### src/rtl/hazard_ctrl_pkg.sv
// -----------------------------------------------------------------------------
// hazard_ctrl_pkg
// Shared pipeline definitions used by the hazard controller and by the stage
// registers it steers.
//   state_e     : hazard FSM encoding (RUN=0, MEM_WAIT=1, ERROR=2)
//   NOP_BUBBLE  : value a stage register loads when it is flushed
//   hz_ctrl_t   : bundle of the seven stall/flush control lines
//   is_load_use : load-use dependency test between the EX load and ID sources
// -----------------------------------------------------------------------------
package hazard_ctrl_pkg;

    typedef enum logic [1:0] {
        ST_RUN      = 2'd0,
        ST_MEM_WAIT = 2'd1,
        ST_ERROR    = 2'd2
    } state_e;

    localparam int INSTR_W = 32;

    // A flushed stage register carries an all-zero bubble in every field.
    localparam logic [INSTR_W-1:0] NOP_BUBBLE = '0;

    typedef struct packed {
        logic stall_pc;
        logic stall_if_id;
        logic stall_id_ex;
        logic stall_ex_mem;
        logic flush_if_id;
        logic flush_id_ex;
        logic flush_mem_wb;
    } hz_ctrl_t;

    // x0 is hard-wired to zero, so a load targeting it never creates a hazard.
    function automatic logic is_load_use(
        input logic       mem_read_ex,
        input logic [4:0] rd_ex,
        input logic [4:0] rs1_id,
        input logic       use_rs1_id,
        input logic [4:0] rs2_id,
        input logic       use_rs2_id
    );
        return mem_read_ex && (rd_ex != 5'd0) &&
               ((use_rs1_id && (rs1_id == rd_ex)) ||
                (use_rs2_id && (rs2_id == rd_ex)));
    endfunction

endpackage

### src/rtl/sat_counter.sv
// -----------------------------------------------------------------------------
// sat_counter
// Saturating up-counter used for the hazard performance counters.
//   clk   : clock
//   clear : synchronous clear to zero (dominates inc)
//   inc   : add one this cycle unless already all-ones
//   count : current counter value
// -----------------------------------------------------------------------------
module sat_counter #(
    parameter int WIDTH = 32
) (
    input  logic             clk,
    input  logic             clear,
    input  logic             inc,
    output logic [WIDTH-1:0] count
);

    logic [WIDTH-1:0] count_q;
    logic [WIDTH-1:0] count_d;

    always_comb begin
        count_d = count_q;
        if (inc && (count_q != '1)) begin
            count_d = count_q + 1'b1;
        end
    end

    always_ff @(posedge clk) begin
        if (clear) begin
            count_q <= '0;
        end else begin
            count_q <= count_d;
        end
    end

    assign count = count_q;

endmodule

### src/rtl/hazard_ctrl.sv
// -----------------------------------------------------------------------------
// hazard_ctrl
// Pipeline hazard controller: stalls on slow data memory (with a timeout into
// a sticky ERROR state), flushes the front end on taken branches, and inserts
// a one-cycle bubble on load-use dependencies. Priority is
// memory stall > branch flush > load-use.
//   clk, reset                     : clock, synchronous active-high reset
//   rs1_ID, rs2_ID, use_rs*_ID     : source registers read by the ID instruction
//   rd_EX, MemRead_EX              : destination / load flag of the EX instruction
//   branch_taken_EX                : taken branch or jump resolved in EX
//   mem_req_MEM, dmem_ready        : MEM access valid / data memory done
//   stall_*                        : hold the named pipeline register
//   flush_*                        : load the named register with a bubble
//   state, mem_err                 : FSM state and sticky timeout flag
//   stall_cycles, flush_count      : saturating performance counters
// -----------------------------------------------------------------------------
module hazard_ctrl
    import hazard_ctrl_pkg::*;
#(
    parameter int MAX_WAIT = 15,
    parameter int CNT_W    = 32
) (
    input  logic             clk,
    input  logic             reset,
    input  logic [4:0]       rs1_ID,
    input  logic [4:0]       rs2_ID,
    input  logic             use_rs1_ID,
    input  logic             use_rs2_ID,
    input  logic [4:0]       rd_EX,
    input  logic             MemRead_EX,
    input  logic             branch_taken_EX,
    input  logic             mem_req_MEM,
    input  logic             dmem_ready,
    output logic             stall_PC,
    output logic             stall_IF_ID,
    output logic             stall_ID_EX,
    output logic             stall_EX_MEM,
    output logic             flush_IF_ID,
    output logic             flush_ID_EX,
    output logic             flush_MEM_WB,
    output logic [1:0]       state,
    output logic             mem_err,
    output logic [CNT_W-1:0] stall_cycles,
    output logic [CNT_W-1:0] flush_count
);

    localparam int WAIT_W = $clog2(MAX_WAIT + 1);
    localparam logic [WAIT_W-1:0] WAIT_LIMIT = WAIT_W'(MAX_WAIT);

    state_e            state_q, state_d;
    logic [WAIT_W-1:0] wait_q, wait_d;
    logic              mem_err_q, mem_err_d;

    logic     mem_stall;
    logic     load_use;
    logic     branch_flush;
    hz_ctrl_t ctrl;

    // ---------------------------------------------------------------------
    // Next-state and Mealy control outputs
    // ---------------------------------------------------------------------
    // NOTE: every signal driven here gets a default before any branch, so no
    // path leaves it unassigned and no latch is inferred; blocking '=' keeps
    // later assignments overriding the defaults in order.
    always_comb begin
        state_d   = state_q;
        wait_d    = wait_q;
        mem_err_d = mem_err_q;

        unique case (state_q)
            ST_RUN: begin
                if (mem_req_MEM && !dmem_ready) begin
                    state_d = ST_MEM_WAIT;
                    wait_d  = '0;
                end
            end
            ST_MEM_WAIT: begin
                if (dmem_ready) begin
                    state_d = ST_RUN;
                end else if (wait_q == WAIT_LIMIT) begin
                    state_d   = ST_ERROR;
                    mem_err_d = 1'b1;
                end else begin
                    wait_d = wait_q + 1'b1;
                end
            end
            ST_ERROR: begin
                // Only reset leaves ERROR; dmem_ready is deliberately ignored.
                state_d = ST_ERROR;
            end
            default: begin
                state_d = ST_RUN;
            end
        endcase
    end

    always_comb begin
        ctrl = '0;

        mem_stall = ((state_q == ST_RUN) && mem_req_MEM && !dmem_ready) ||
                    ((state_q == ST_MEM_WAIT) && !dmem_ready) ||
                    (state_q == ST_ERROR);
        load_use  = is_load_use(MemRead_EX, rd_EX, rs1_ID, use_rs1_ID,
                                rs2_ID, use_rs2_ID);

        // Lower-priority hazards are simply dropped here; their inputs stay
        // held by the stall, so they are seen again on a later cycle.
        branch_flush = 1'b0;
        if (reset) begin
            ctrl = '0;
        end else if (mem_stall) begin
            ctrl.stall_pc     = 1'b1;
            ctrl.stall_if_id  = 1'b1;
            ctrl.stall_id_ex  = 1'b1;
            ctrl.stall_ex_mem = 1'b1;
            ctrl.flush_mem_wb = 1'b1;
        end else if (branch_taken_EX) begin
            ctrl.flush_if_id = 1'b1;
            ctrl.flush_id_ex = 1'b1;
            branch_flush     = 1'b1;
        end else if (load_use) begin
            ctrl.stall_pc    = 1'b1;
            ctrl.stall_if_id = 1'b1;
            ctrl.flush_id_ex = 1'b1;
        end
    end

    // ---------------------------------------------------------------------
    // State registers
    // ---------------------------------------------------------------------
    // NOTE: non-blocking '<=' so every flop samples pre-edge values and the
    // update order between registers does not matter.
    always_ff @(posedge clk) begin
        if (reset) begin
            state_q   <= ST_RUN;
            wait_q    <= '0;
            mem_err_q <= 1'b0;
        end else begin
            state_q   <= state_d;
            wait_q    <= wait_d;
            mem_err_q <= mem_err_d;
        end
    end

    // ---------------------------------------------------------------------
    // Performance counters
    // ---------------------------------------------------------------------
    sat_counter #(
        .WIDTH (CNT_W)
    ) u_stall_cnt (
        .clk   (clk),
        .clear (reset),
        .inc   (ctrl.stall_pc),
        .count (stall_cycles)
    );

    sat_counter #(
        .WIDTH (CNT_W)
    ) u_flush_cnt (
        .clk   (clk),
        .clear (reset),
        .inc   (branch_flush),
        .count (flush_count)
    );

    // ---------------------------------------------------------------------
    // Outputs
    // ---------------------------------------------------------------------
    assign stall_PC     = ctrl.stall_pc;
    assign stall_IF_ID  = ctrl.stall_if_id;
    assign stall_ID_EX  = ctrl.stall_id_ex;
    assign stall_EX_MEM = ctrl.stall_ex_mem;
    assign flush_IF_ID  = ctrl.flush_if_id;
    assign flush_ID_EX  = ctrl.flush_id_ex;
    assign flush_MEM_WB = ctrl.flush_mem_wb;
    assign state        = state_q;
    assign mem_err      = mem_err_q;

endmodule
### config.mk
export PLATFORM = sky130hd
export DESIGN_NAME = hazard_ctrl
export DESIGN_NICKNAME = d
export VERILOG_FILES = /design/src/rtl/hazard_ctrl_pkg.sv /design/src/rtl/sat_counter.sv /design/src/rtl/hazard_ctrl.sv
export SDC_FILE = /design/constraint.sdc
export NUM_CORES = 1
export LEC_CHECK = 0
export BUFFER_PORTS_ARGS = -buffer_cell sky130_fd_sc_hd__buf_2
export CELL_PAD_IN_SITES_DETAIL_PLACEMENT = 0
export CELL_PAD_IN_SITES_GLOBAL_PLACEMENT = 2
export CORE_AREA = 2 2 109 111
export CTS_CLUSTER_DIAMETER = 50
export CTS_CLUSTER_SIZE = 40
export DETAILED_ROUTE_END_ITERATION = 16
export DIE_AREA = 0 0 111 113
export PLACE_DENSITY_LB_ADDON = 0.25
export SYNTH_ARGS = -nofsm -noshare
export SYNTH_HDL_FRONTEND = slang
export SYNTH_SLANG_ARGS = --single-unit
### constraint.sdc
create_clock -name clk -period 4.8 [get_ports clk]
set_input_delay 0.24 -clock clk [delete_from_list [all_inputs] [get_ports clk]]
set_output_delay 0.24 -clock clk [all_outputs]
set_load 0.02 [all_outputs]
==> results.txt, run 1 <==
----------------------------------------------------
[Synth]
  Synthesized netlist cell count ... 449
  Synthesized Nets ... 475
  Async SR Flop Fraction ... 0%
  Cell variety after synth ... 48
  Average footprint of a synthesized cell ... 8.22 um^2
  XOR/XNOR share of the synthesized area ... 10.7%
  Synth Cell Area ... 0.00369 mm^2
  Number of synthesized flops with an enable pin ... 0
  Sequential fraction of the synthesis area ... 38.5%
  Fraction of the mapped netlist area in simple logic gates ... 32.2%
  Post-synthesis mux area share ... 1.08%
  Post-synthesis compound-gate area fraction ... 12.1%
  Count of state elements after synthesis ... 71
  Warnings, synthesis ... 0
  Prevailing post-synth register cell ... sky130_fd_sc_hd__dfxtp_1
  Dominant combinational cell family by area after synthesis ... simple AND/OR/NAND/NOR gates
  Fraction of the mapped netlist area in adder cells ... 1.02%

[Global route]
  Wire length of the first global-routing pass ... 16,500 um
  Global router's overall resource usage ... 15.9%
  Maximum number of pins on one net before global-route repair ... 66
  Number of global-route vias before repair ... 3,267
  Number of antenna violations at the first check in global routing ... 0
  Sum of overflow across all layers after global routing ... 0

[Timing]
  Slew Limit Headroom ... 30.6%
  Minimum clock period after layout ... 2.68 ns
  Final setup viols ... 0
  Hold Violations, Final ... 0
  Transition at the pin with the smallest max-transition slack ... 1.02 ns
  Setup TNS Final ... 0 ns
  Post-route worst hold slack ... 0.239 ns
  Setup repair after global routing missed its margin ... false
  Final clock period utilization by the worst path ... 55.9%
  Post-layout worst setup margin ... 2.12 ns
  Achievable clock frequency ... 373 MHz
  Setup skew after layout ... 0.00875 ns
  Number of max-slew violations in the final report ... 0

[Floorplanning]
  Vertical die dimension ... 113 um
  Row count ... 39
  Number of primary I/O pins ... 97
  Floorplan core area ... 0.0113 mm^2
  Die area ... 0.0125 mm^2
  Horizontal die dimension ... 111 um
  Starting Density ... 32.8%

[Outcome]
  Result of the run ... completed

[Placement]
  Port Buffers ... 96
  Gpl congestion ... 0.763
  DP Wirelength ... 7080 um
  Placed instance count ... 668
  Post-Place Worst Slack ... 2.18 ns

[Clock tree]
  TritonCTS clock tree ... yes
  Clock-pin transition on the worst setup and hold timing paths ... 0.05 ns
  Clock tree root buffer cell ... sky130_fd_sc_hd__clkbuf_16
  Maximum clock path buffer count ... 2
  Total of hold buffers inserted after clock tree synthesis ... 0
  Resize count post-CTS ... 0
  Number of buffers created by CTS ... 9
  Post-CTS setup buffers ... 0
  Clock insertion delay at the later pin of the skew report ... 0.33 ns
  Number of clock sinks ... 71
  Maximum level of the CTS H-tree ... 3

[Setup path]
  Critical path's slowest cell ... sky130_fd_sc_hd__a2111oi_0
  Critical path buffers and inverters ... 0
  Kind of start point of the critical path ... flop
  Setup CP Type ... reg -> reg
  Signal arrival time at the worst endpoint ... 2.87 ns
  Required time reported for the critical path endpoint ... 4.99 ns
  Largest fanout on the critical path ... 19
  Critical Path Max Stage Delay ... 0.97 ns
  Kind of end point of the critical path ... flop
  Cell-by-cell listing of the critical path ... nor2_1, o2111ai_2, a2111oi_0, nand3_1, xor2_1, nor2_1
  Most prevalent standard cell on the critical path ... sky130_fd_sc_hd__nor2_1
  Largest delay contributor family on the critical path ... compound AO/OA/AOI/OAI gates

[Detailed routing]
  DRC marker count from the first detailed-route iteration ... 221
  Overall routed net length ... 9870 um
  # DRC ... 0
  Number of detailed-routing iterations run before antenna repair ... 4
  Via-per-instance ratio ... 5.23
  Total via count in the routed design ... 3,575
  Residual antenna-violating net count after detailed routing ... 0
  Post-detailed-route wirelength per cell ... 14.4 um

[Hold path]
  Worst hold path type ... in -> reg

[Finish]
  Nets ... 562
  Number of inserted diodes ... 0
  Proportion of layout cells with a drive suffix above 1 ... 22.4%
  Leading cell type in the layout, fill and taps excluded ... sky130_fd_sc_hd__buf_2
  Layout Cells excl Fill ... 684
  Most frequent cells in the layout ... 96 x sky130_fd_sc_hd__buf_2, 71 x sky130_fd_sc_hd__dfxtp_1, 50 x sky130_fd_sc_hd__nor2_1
  Area growth syn-to-layout ... 23.4%

[Run]
  Number of max-cap violations ... 0

[Pwr]
  Maximum VDD drop ... 0.000137 V
  Lkg Pwr ... 1.77 nW
  Total power per unit cell area ... 296 mW/mm^2

----------------------------------------------------
[per-layer routing]
layer | vias up | wire length, um | track usage, %
li1 | 1799 | - | -
met1 | 1693 | 5020 | 22.9
met2 | 76 | 4340 | 23.7
met3 | 7 | 434 | 3.16
met4 | 0 | 80 | 6.00
met5 | - | 0 | 0
[metrics by stage]
step                cell area (um^2)  util, %  power [mW]
floorplan                       3690        -       0.653
global placement                4250     37.7       0.676
detailed placement              4250     37.7       0.676
CTS                             4560     40.4        1.37
global route                    4560     40.4        1.41
finish                          4560     40.4        1.35
[power breakdown]
group	switching [mW]	total, mW	internal, mW
combinational	0.0454	0.0688	0.0234
clock	0.242	0.685	0.443
sequential	0.00294	0.594	0.592
total	0.290	1.35	1.06
[synth_stat cells (2+ instances only)]
library cell                n  area share (%)
sky130_fd_sc_hd__dfxtp_1   71              38
sky130_fd_sc_hd__nor2_1    50             5.1
sky130_fd_sc_hd__nand2_1   35             3.6
sky130_fd_sc_hd__nand3_1   35             4.7
sky130_fd_sc_hd__a21oi_1   29             3.9
sky130_fd_sc_hd__xor2_1    24             5.7
sky130_fd_sc_hd__xnor2_1   21             5.0
sky130_fd_sc_hd__nor3_1    15             2.0
sky130_fd_sc_hd__or3_1     15             2.5
sky130_fd_sc_hd__inv_1     14             1.4
sky130_fd_sc_hd__o21ai_0   14             1.9
sky130_fd_sc_hd__or4_1     13             2.6
sky130_fd_sc_hd__clkbuf_1  12             1.2
sky130_fd_sc_hd__nor4_1    11             1.9
sky130_fd_sc_hd__o31ai_1   11             2.2
sky130_fd_sc_hd__nand4_1   10             1.7
sky130_fd_sc_hd__and3_1     8             1.4
sky130_fd_sc_hd__and4_1     7             1.7
sky130_fd_sc_hd__buf_4      6             1.2
sky130_fd_sc_hd__mux2i_1    4             1.1
sky130_fd_sc_hd__and2_1     3            0.51
sky130_fd_sc_hd__ha_1       3             1.0
sky130_fd_sc_hd__nand2b_1   3            0.51
sky130_fd_sc_hd__o311ai_0   3            0.71
sky130_fd_sc_hd__o41ai_1    3            0.71
sky130_fd_sc_hd__and2_0     2            0.34
sky130_fd_sc_hd__buf_2      2            0.27
sky130_fd_sc_hd__nand4b_1   2            0.47
sky130_fd_sc_hd__nor4_2     2            0.68
sky130_fd_sc_hd__nor4b_1    2            0.47
sky130_fd_sc_hd__o211a_1    2            0.54
[state kept, by name, indices dropped and copies added, names as in the netlist]
name               flops
mem_err                1
u_stall_cnt.count     32
wait_q                 4
state                  2
u_flush_cnt.count     32
[cells by family after synthesis]
group,count (synthesis)
and+or+nand+nor,221
buffers and inverters,35
muxes,4
xor gates and xnor gates,45
adders and majority gates,3
DFF,71
AOI/OAI and AO/OA,70
[layout make-up]
cell class / count / area (um^2)
sequential: 71 / 1420
clock inverter: 3 / 40.0
tap: 143 / 179
inverter: 14 / 52.6
timing repair buffer: 97 / 488
clock buffer: 13 / 270
fill: 1154 / 6710
multi-input combinational: 343 / 2110
[worst paths after layout]
check        startpoint                     to  slack [ns]  cells after the start
max reg2reg    state[0]  u_flush_cnt.count[31]        2.12                      6
max            state[0]  u_flush_cnt.count[31]        2.12                      6
min reg2reg     mem_err                mem_err        0.47                      2
min          dmem_ready               state[1]        0.24                      4
[worst register-to-register path, delay by kind of cell (launching register included)]
kind | cells | cell delay [ns]
AOI/OAI and AO/OA | 2 | 1.48
and+or+nand+nor | 3 | 0.53
DFF | 1 | 0.35
xor gates and xnor gates | 1 | 0.19
Power figures use the tool's default switching activity.
==> run 2: changes to the inputs <==
--- a/config.mk
+++ b/config.mk
@@ -5,14 +5,15 @@
 export SDC_FILE = /design/constraint.sdc
 export NUM_CORES = 1
 export LEC_CHECK = 0
+export ABC_AREA = 1
 export BUFFER_PORTS_ARGS = -buffer_cell sky130_fd_sc_hd__buf_2
 export CELL_PAD_IN_SITES_DETAIL_PLACEMENT = 0
 export CELL_PAD_IN_SITES_GLOBAL_PLACEMENT = 2
-export CORE_AREA = 2 2 109 111
+export CORE_AREA = 2 2 130 132
 export CTS_CLUSTER_DIAMETER = 50
 export CTS_CLUSTER_SIZE = 40
 export DETAILED_ROUTE_END_ITERATION = 16
-export DIE_AREA = 0 0 111 113
+export DIE_AREA = 0 0 132 134
 export PLACE_DENSITY_LB_ADDON = 0.25
 export SYNTH_ARGS = -nofsm -noshare
 export SYNTH_HDL_FRONTEND = slang
==> constraint.sdc (replaced) <==
create_clock -name clk -period 2.6 [get_ports clk]
set_input_delay 0.13 -clock clk [delete_from_list [all_inputs] [get_ports clk]]
set_output_delay 0.13 -clock clk [all_outputs]
set_load 0.02 [all_outputs]
==> results.txt, run 2 <==
----------------------------------------------------
[Outcome]
  Result of the run ... completed

[Detailed routing]
  Met3 routed wirelength ... 552 um (+27%)
  Post-detailed-route wirelength per cell ... 14.5 um (+0.14%)
  DR WL met2 ... 7310 um (+69%)
  Overall routed net length ... 15,700 um (+59%)
  Total via count in the routed design ... 5,094 (+42%)
  Uppermost layer routed ... met4
  Routed met1 length ... 7660 um (+53%)
  Residual antenna-violating net count after detailed routing ... 0 (unchanged)
  Number of detailed-routing iterations run before antenna repair ... 6 (+2)
  Via-per-instance ratio ... 4.70 (-10%)
  # DRC ... 0 (unchanged)
  DRC marker count from the first detailed-route iteration ... 247 (+12%)

[Synth]
  Async SR Flop Fraction ... 0% (unchanged)
  Cell taking the most area after synthesis ... sky130_fd_sc_hd__dfxtp_1
  Count of state elements after synthesis ... 71 (unchanged)
  Synthesized Nets ... 793 (+67%)
  Synthesized netlist cell count ... 767 (+71%)
  Warnings, synthesis ... 0 (unchanged)
  Prevailing post-synth register cell ... sky130_fd_sc_hd__dfxtp_1
  Sequential fraction of the synthesis area ... 30.6% (-7.9 points)
  Synth Cell Area ... 0.00464 mm^2 (+26%)
  Count leader, synth ... sky130_fd_sc_hd__nand2_1
  Cell types with the highest counts after synthesis ... 269 x sky130_fd_sc_hd__nand2_1, 100 x sky130_fd_sc_hd__nor2_1, 71 x sky130_fd_sc_hd__dfxtp_1, 65 x sky130_fd_sc_hd__a21oi_1, 65 x sky130_fd_sc_hd__inv_1
  Cell variety after synth ... 29 (-40%)
  Average footprint of a synthesized cell ... 6.05 um^2 (-26%)
  Number of synthesized flops with an enable pin ... 0 (unchanged)
  Cells taking the most area after synthesis ... sky130_fd_sc_hd__dfxtp_1 31%, sky130_fd_sc_hd__nand2_1 22%, sky130_fd_sc_hd__nor2_1 8.1%, sky130_fd_sc_hd__a21oi_1 7.0%, sky130_fd_sc_hd__nand3_1 6.3%
  Top-area cell type share of the netlist area ... 30.6% (-7.9 points)

[Timing]
  Transition at the pin with the smallest max-transition slack ... 0.674 ns (-0.341 ns)
  Slew Limit Headroom ... 54.7% (+24 points)
  Setup TNS Final ... 0 ns (unchanged)
  Number of max-slew violations in the final report ... 0 (unchanged)
  Final clock period utilization by the worst path ... 84.1% (+28 points)
  Minimum clock period after layout ... 2.19 ns (-0.496 ns)
  Setup skew after layout ... 0.0122 ns (+0.00345 ns)
  Setup repair after global routing missed its margin ... false
  Achievable clock frequency ... 457 MHz (+23%)
  Final setup viols ... 0 (unchanged)
  Hold Violations, Final ... 0 (unchanged)

[Global route]
  Maximum number of pins on one net before global-route repair ... 47 (-29%)
  Wire length of the first global-routing pass ... 25,400 um (+54%)
  Global router's overall resource usage ... 18.0% (+2.0 points)
  Number of global-route vias before repair ... 4,799 (+47%)
  Number of antenna violations at the first check in global routing ... 0 (unchanged)
  Sum of overflow across all layers after global routing ... 0 (unchanged)

[Pwr]
  Total power per unit cell area ... 439 mW/mm^2 (+48%)
  Maximum VDD drop ... 0.000281 V (+100%)
  Lkg Pwr ... 2.28 nW (+29%)

[Clock tree]
  Maximum clock path buffer count ... 2 (unchanged)
  TritonCTS clock tree ... yes
  Clock-pin transition on the worst setup and hold timing paths ... 0.06 ns (about the same)
  Clock insertion delay at the later pin of the skew report ... 0.34 ns (about the same)
  Number of clock sinks ... 71 (unchanged)
  Total of hold buffers inserted after clock tree synthesis ... 0 (unchanged)
  Number of buffers created by CTS ... 9 (unchanged)
  Post-CTS setup buffers ... 0 (unchanged)
  Resize count post-CTS ... 0 (unchanged)
  Clock tree root buffer cell ... sky130_fd_sc_hd__clkbuf_16
  Maximum level of the CTS H-tree ... 3 (unchanged)

[Setup path]
  Most prevalent standard cell on the critical path ... sky130_fd_sc_hd__nand2_1
  Critical path buffers and inverters ... 0 (unchanged)
  Launch point of the worst reg-to-reg path ... u_stall_cnt.count[1]
  FF-to-FF End ... u_stall_cnt.count[17]
  Critical Path Max Stage Delay ... 0.40 ns (-0.57 ns)
  Critical path's slowest cell ... sky130_fd_sc_hd__nand2_4
  Required time reported for the critical path endpoint ... 2.87 ns (-2.12 ns)
  Signal arrival time at the worst endpoint ... 2.46 ns (-0.41 ns)
  Kind of start point of the critical path ... flop
  Launching element of the worst setup path ... u_stall_cnt.count[1]
  Largest fanout on the critical path ... 31 (+12)
  Cell depth of the worst setup path ... 9 (+3)
  Cell-by-cell listing of the critical path ... ha_1, nand2_1, nor2_4, nand3_2, nor2_2, nand4_4, nand2_4, nand2_1, a21oi_1
  Largest delay contributor family on the critical path ... simple AND/OR/NAND/NOR gates
  Kind of end point of the critical path ... flop
  Setup CP Type ... reg -> reg
  Crit path to ... u_stall_cnt.count[17]
  Setup slack on the worst flop-to-flop path ... 0.41 ns (-1.70 ns)
  R2R cell count ... 9 (+3)

[Finish]
  Core Util, Final ... 34.4% (-6.0 points)
  Filler cell count in the final layout ... 1,849 (+60%)
  Area used by sequential logic in the layout ... 0.00142 mm^2 (unchanged)
  Proportion of layout cells with a drive suffix above 1 ... 16.0% (-6.4 points)
  Area growth syn-to-layout ... 20.8%
  Number of inserted diodes ... 0 (unchanged)
  Most frequent cells in the layout ... 269 x sky130_fd_sc_hd__nand2_1, 100 x sky130_fd_sc_hd__nor2_1, 96 x sky130_fd_sc_hd__buf_2
  Nets ... 885 (+57%)
  Multi-input combinational cell area ... 0.00283 mm^2 (+34%)
  Leading cell type in the layout, fill and taps excluded ... sky130_fd_sc_hd__nand2_1
  Layout Cells excl Fill ... 1,083 (+58%)

[Placement]
  Placed instance count ... 1,068 (+60%)
  Gpl congestion ... 0.837 (+9.8%)
  DP Wirelength ... 11,800 um (+67%)
  Port Buffers ... 96 (unchanged)

[Floorplanning]
  Vertical die dimension ... 134 um (+19%)
  Floorplan core area ... 0.0163 mm^2 (+45%)
  Horizontal die dimension ... 132 um (+19%)
  Starting Density ... 28.5% (-4.3 points)
  Number of primary I/O pins ... 97 (unchanged)
  Die area ... 0.0177 mm^2 (+41%)
  Row count ... 47 (+21%)

[Run]
  Number of max-cap violations ... 0 (unchanged)

[Hold path]
  Worst hold path type ... in -> reg

----------------------------------------------------
-- run 2: changes by cell type after synthesis, moves of 9 or more --
cell | previous run | this run
sky130_fd_sc_hd__a21oi_1 | 29 | 65
sky130_fd_sc_hd__inv_1 | 14 | 65
sky130_fd_sc_hd__nand2_1 | 35 | 269
sky130_fd_sc_hd__nand3_1 | 35 | 58
sky130_fd_sc_hd__nor2_1 | 50 | 100
sky130_fd_sc_hd__nor3_1 | 15 | 26
sky130_fd_sc_hd__nor4_1 | 11 | 2
sky130_fd_sc_hd__o31ai_1 | 11 | 0
sky130_fd_sc_hd__or3_1 | 15 | 0
sky130_fd_sc_hd__or4_1 | 13 | 0
sky130_fd_sc_hd__xnor2_1 | 21 | 7
-- run 2: worst register-to-register path: stages, from the launching register on --
cell                      delay, ns
sky130_fd_sc_hd__dfxtp_1       0.39
sky130_fd_sc_hd__ha_1          0.27
sky130_fd_sc_hd__nand2_1       0.14
sky130_fd_sc_hd__nor2_4        0.22
sky130_fd_sc_hd__nand3_2       0.09
sky130_fd_sc_hd__nor2_2        0.14
sky130_fd_sc_hd__nand4_4       0.23
sky130_fd_sc_hd__nand2_4       0.40
sky130_fd_sc_hd__nand2_1       0.09
sky130_fd_sc_hd__a21oi_1       0.15
-- run 2: power breakdown --
group          switching (mW)  internal (mW)  total, mW
clock                   0.511          0.665       1.18
sequential            0.00734           1.10       1.10
combinational           0.131         0.0509      0.182
-- run 2: how the worst min path moves through the flow --
stage,to,start,depth (start not counted),slack [ns]
finish,mem_err,dmem_ready,4,0.17
global route,state[1],dmem_ready,4,0.22
CTS,mem_err,dmem_ready,4,0.17
detailed placement,mem_err,mem_err,2,0.45
global placement,mem_err,mem_err,2,0.44
floorplan,state[1],dmem_ready,3,0.37
-- run 2: cell type report --
class                   instances  share of cell area [%]
clock buffers                  10                    4.26
clock inverters                 5                   0.625
inverters                      68                    4.55
multi-input cells             604                    50.5
flip-flops and latches         71                    25.4
well taps                     220                    4.91
repair buffers                105                    9.78
-- run 2: stage by stage --
step	total power [mW]	worst slack, ns	instance area, um^2	hold WS (ns)
finish	2.46	0.414	5600	0.174
global route	2.57	0.186	5600	0.217
CTS	2.49	0.373	5600	0.170
detailed placement	1.31	0.385	5330	0.449
global placement	1.31	0.494	5330	0.440
floorplan	1.25	0.666	4640	0.374
-- run 2: per-layer routing --
| layer | GRT usage (%) | vias up |
|---|---|---|
| met2 | 29.7 | 100 |
| li1 | - | 2622 |
| met1 | 24.3 | 2362 |
| met3 | 3.48 | 10 |
| met5 | 0 | - |
| met4 | 4.05 | 0 |
-- run 2: logic make-up after synthesis --
kind of cell	Yosys count	synth area share, %
adders and majority gates	3	0.809
buffers and inverters	92	8.36
AOI/OAI and AO/OA	76	8.20
DFF	71	30.6
and+or+nand+nor	487	44.8
xor gates and xnor gates	38	7.17
==> run 3: changes to the inputs <==
--- a/config.mk
+++ b/config.mk
@@ -9,11 +9,11 @@
 export BUFFER_PORTS_ARGS = -buffer_cell sky130_fd_sc_hd__buf_2
 export CELL_PAD_IN_SITES_DETAIL_PLACEMENT = 0
 export CELL_PAD_IN_SITES_GLOBAL_PLACEMENT = 2
-export CORE_AREA = 2 2 130 132
+export CORE_AREA = 2 2 137 139
 export CTS_CLUSTER_DIAMETER = 50
 export CTS_CLUSTER_SIZE = 40
 export DETAILED_ROUTE_END_ITERATION = 16
-export DIE_AREA = 0 0 132 134
+export DIE_AREA = 0 0 139 141
 export PLACE_DENSITY_LB_ADDON = 0.25
 export SYNTH_ARGS = -nofsm -noshare
 export SYNTH_HDL_FRONTEND = slang
==> constraint.sdc (replaced) <==
create_clock -name clk -period 2 [get_ports clk]
set_input_delay 0.1 -clock clk [delete_from_list [all_inputs] [get_ports clk]]
set_output_delay 0.1 -clock clk [all_outputs]
set_load 0.02 [all_outputs]
==> results.txt, run 3 (synthesis gave the netlist of run 2 again) <==
----------------------------------------------------
[Global route]
  Maximum number of pins on one net before global-route repair ... 62 (+32%)
  Number of antenna violations at the first check in global routing ... 0 (unchanged)
  Number of global-route vias before repair ... 4,824 (+0.52%)
  Global router's overall resource usage ... 16.8% (-1.2 points)
  Sum of overflow across all layers after global routing ... 0 (unchanged)
  Wire length of the first global-routing pass ... 26,300 um (+3.6%)

[Run]
  Number of max-cap violations ... 0 (unchanged)

[Placement]
  Gpl congestion ... 0.802 (-4.3%)
  DP Wirelength ... 12,500 um (+5.9%)
  Placed instance count ... 1,131 (+5.9%)
  Port Buffers ... 96 (unchanged)

[Detailed routing]
  Residual antenna-violating net count after detailed routing ... 0 (unchanged)
  Number of detailed-routing iterations run before antenna repair ... 4 (-2)
  DRC marker count from the first detailed-route iteration ... 275 (+11%)
  Total via count in the routed design ... 5,157 (+1.2%)
  Overall routed net length ... 16,300 um (+4.3%)
  Post-detailed-route wirelength per cell ... 14.2 um (-1.5%)
  # DRC ... 0 (unchanged)
  Via-per-instance ratio ... 4.50 (-4.4%)

[Setup path]
  Cell-by-cell listing of the critical path ... buf_4, nand3_1, nor3_1, inv_1, nor2_1, nand2_1, xnor2_1, nand2_1, a21oi_1
  Kind of start point of the critical path ... flop
  Signal arrival time at the worst endpoint ... 2.12 ns (-0.34 ns)
  Required time reported for the critical path endpoint ... 2.26 ns (-0.61 ns)
  Critical Path Max Stage Delay ... 0.33 ns (-0.07 ns)
  Kind of end point of the critical path ... flop
  Largest fanout on the critical path ... 7 (-77%)
  Critical path's slowest cell ... sky130_fd_sc_hd__dfxtp_1
  Most prevalent standard cell on the critical path ... sky130_fd_sc_hd__nand2_1
  Setup CP Type ... reg -> reg

[Hold path]
  Worst hold path type ... in -> reg

[Finish]
  Core Util, Final ... 33.2% (-1.2 points)
  Number of inserted diodes ... 0 (unchanged)
  Most frequent cells in the layout ... 269 x sky130_fd_sc_hd__nand2_1, 96 x sky130_fd_sc_hd__nor2_1, 96 x sky130_fd_sc_hd__buf_2
  Proportion of layout cells with a drive suffix above 1 ... 21.2% (+5.3 points)
  Layout Cells excl Fill ... 1,147 (+5.9%)
  Leading cell type in the layout, fill and taps excluded ... sky130_fd_sc_hd__nand2_1
  Filler cell count in the final layout ... 2,089 (+13%)
  Nets ... 934 (+5.5%)
  Area growth syn-to-layout ... 30.9%

[Timing]
  Transition at the pin with the smallest max-transition slack ... 0.744 ns (+0.0698 ns)
  Setup repair after global routing missed its margin ... false
  Achievable clock frequency ... 538 MHz (+18%)
  Setup TNS Final ... 0 ns (unchanged)
  Final setup viols ... 0 (unchanged)
  Setup skew after layout ... 0.0119 ns (-0.000266 ns)
  Final clock period utilization by the worst path ... 93.0% (+8.9 points)
  Slew Limit Headroom ... 50.4% (-4.3 points)
  Hold Violations, Final ... 0 (unchanged)
  Minimum clock period after layout ... 1.86 ns (-0.327 ns)
  Number of max-slew violations in the final report ... 0 (unchanged)

[Floorplanning]
  Number of primary I/O pins ... 97 (unchanged)
  Starting Density ... 25.4% (-3.1 points)
  Vertical die dimension ... 141 um (+5.2%)
  Die area ... 0.0196 mm^2 (+11%)
  Horizontal die dimension ... 139 um (+5.3%)
  Floorplan core area ... 0.0183 mm^2 (+12%)
  Row count ... 50 (+6.4%)

[Clock tree]
  Clock insertion delay at the later pin of the skew report ... 0.35 ns (about the same)
  Post-CTS setup buffers ... 0 (unchanged)
  Total of hold buffers inserted after clock tree synthesis ... 0 (unchanged)
  Maximum clock path buffer count ... 2 (unchanged)
  Clock-pin transition on the worst setup and hold timing paths ... 0.07 ns (about the same)
  TritonCTS clock tree ... yes
  Number of buffers created by CTS ... 9 (unchanged)
  Resize count post-CTS ... 0 (unchanged)
  Clock tree root buffer cell ... sky130_fd_sc_hd__clkbuf_16
  Maximum level of the CTS H-tree ... 3 (unchanged)
  Number of clock sinks ... 71 (unchanged)

[Pwr]
  Total power per unit cell area ... 561 mW/mm^2 (+28%)
  Lkg Pwr ... 2.60 nW (+14%)
  Maximum VDD drop ... 0.000407 V (+45%)

[Outcome]
  Result of the run ... completed

----------------------------------------------------
## run 3: cell count changes in the layout (fill, tap and decap cells not counted), sizes merged
cell	previous run	this run
buf	105	154
clkinvlp	4	1
clkinv	1	3
bufinv	0	1
clkbuf	10	11
## run 3: final cells by class
class	count	area (um^2)	area share [%]
Clock inverter	5	56.3	0.927
Inverter	68	255	4.20
Multi-Input combinational cell	604	2860	47.1
Timing Repair Buffer	154	932	15.3
Clock buffer	11	253	4.16
Tap cell	234	293	4.82
Sequential cell	71	1420	23.4
## run 3: report_power, final
| part | total [mW] | leakage [nW] | internal (mW) | switching (mW) |
|---|---|---|---|---|
| combinational | 0.253 | 1.88 | 0.0777 | 0.175 |
| sequential | 1.43 | 0.573 | 1.42 | 0.00705 |
| clock | 1.72 | 0.152 | 1.03 | 0.688 |
## run 3: final timing paths
kind,start,end,slack [ns],depth (start not counted)
max reg2reg,u_flush_cnt.count[1],u_flush_cnt.count[31],0.14,9
min reg2reg,mem_err,mem_err,0.46,2
max,u_flush_cnt.count[1],u_flush_cnt.count[31],0.14,9
min,reset,u_flush_cnt.count[3],0.14,4
## run 3: metrics by stage
stage	instance area (um^2)	power, mW	setup slack (ns)	hold WS [ns]
2_1_floorplan	4640	1.63	0.0659	0.344
3_3_place_gp	5730	1.72	0.140	0.444
3_5_place_dp	5730	1.72	0.115	0.448
4_1_cts	6040	3.46	0.0576	0.119
5_1_grt	6070	3.54	0.000274	0.171
6_report	6070	3.40	0.140	0.136
## run 3: layer usage
layer / vias to the layer above / track usage (%) / wire length (um) / share of wire [%]
met2: 100 / 27.5 / 7570 / 46
met5: - / 0 / 0 / 0
li1: 2721 / - / - / -
met4: 0 / 5.74 / 299 / 1.8
met1: 2317 / 22.5 / 7870 / 48
met3: 19 / 2.79 / 583 / 3.6
## run 3: worst max-delay path, delay by kind of cell, from the launching register on
family	cells	cell delay, ns
flip-flops	1	0.33
XOR/XNOR	1	0.15
buffers and inverters	2	0.24
AND/OR/NAND/NOR	5	0.93
AO/OA/AOI/OAI	1	0.11
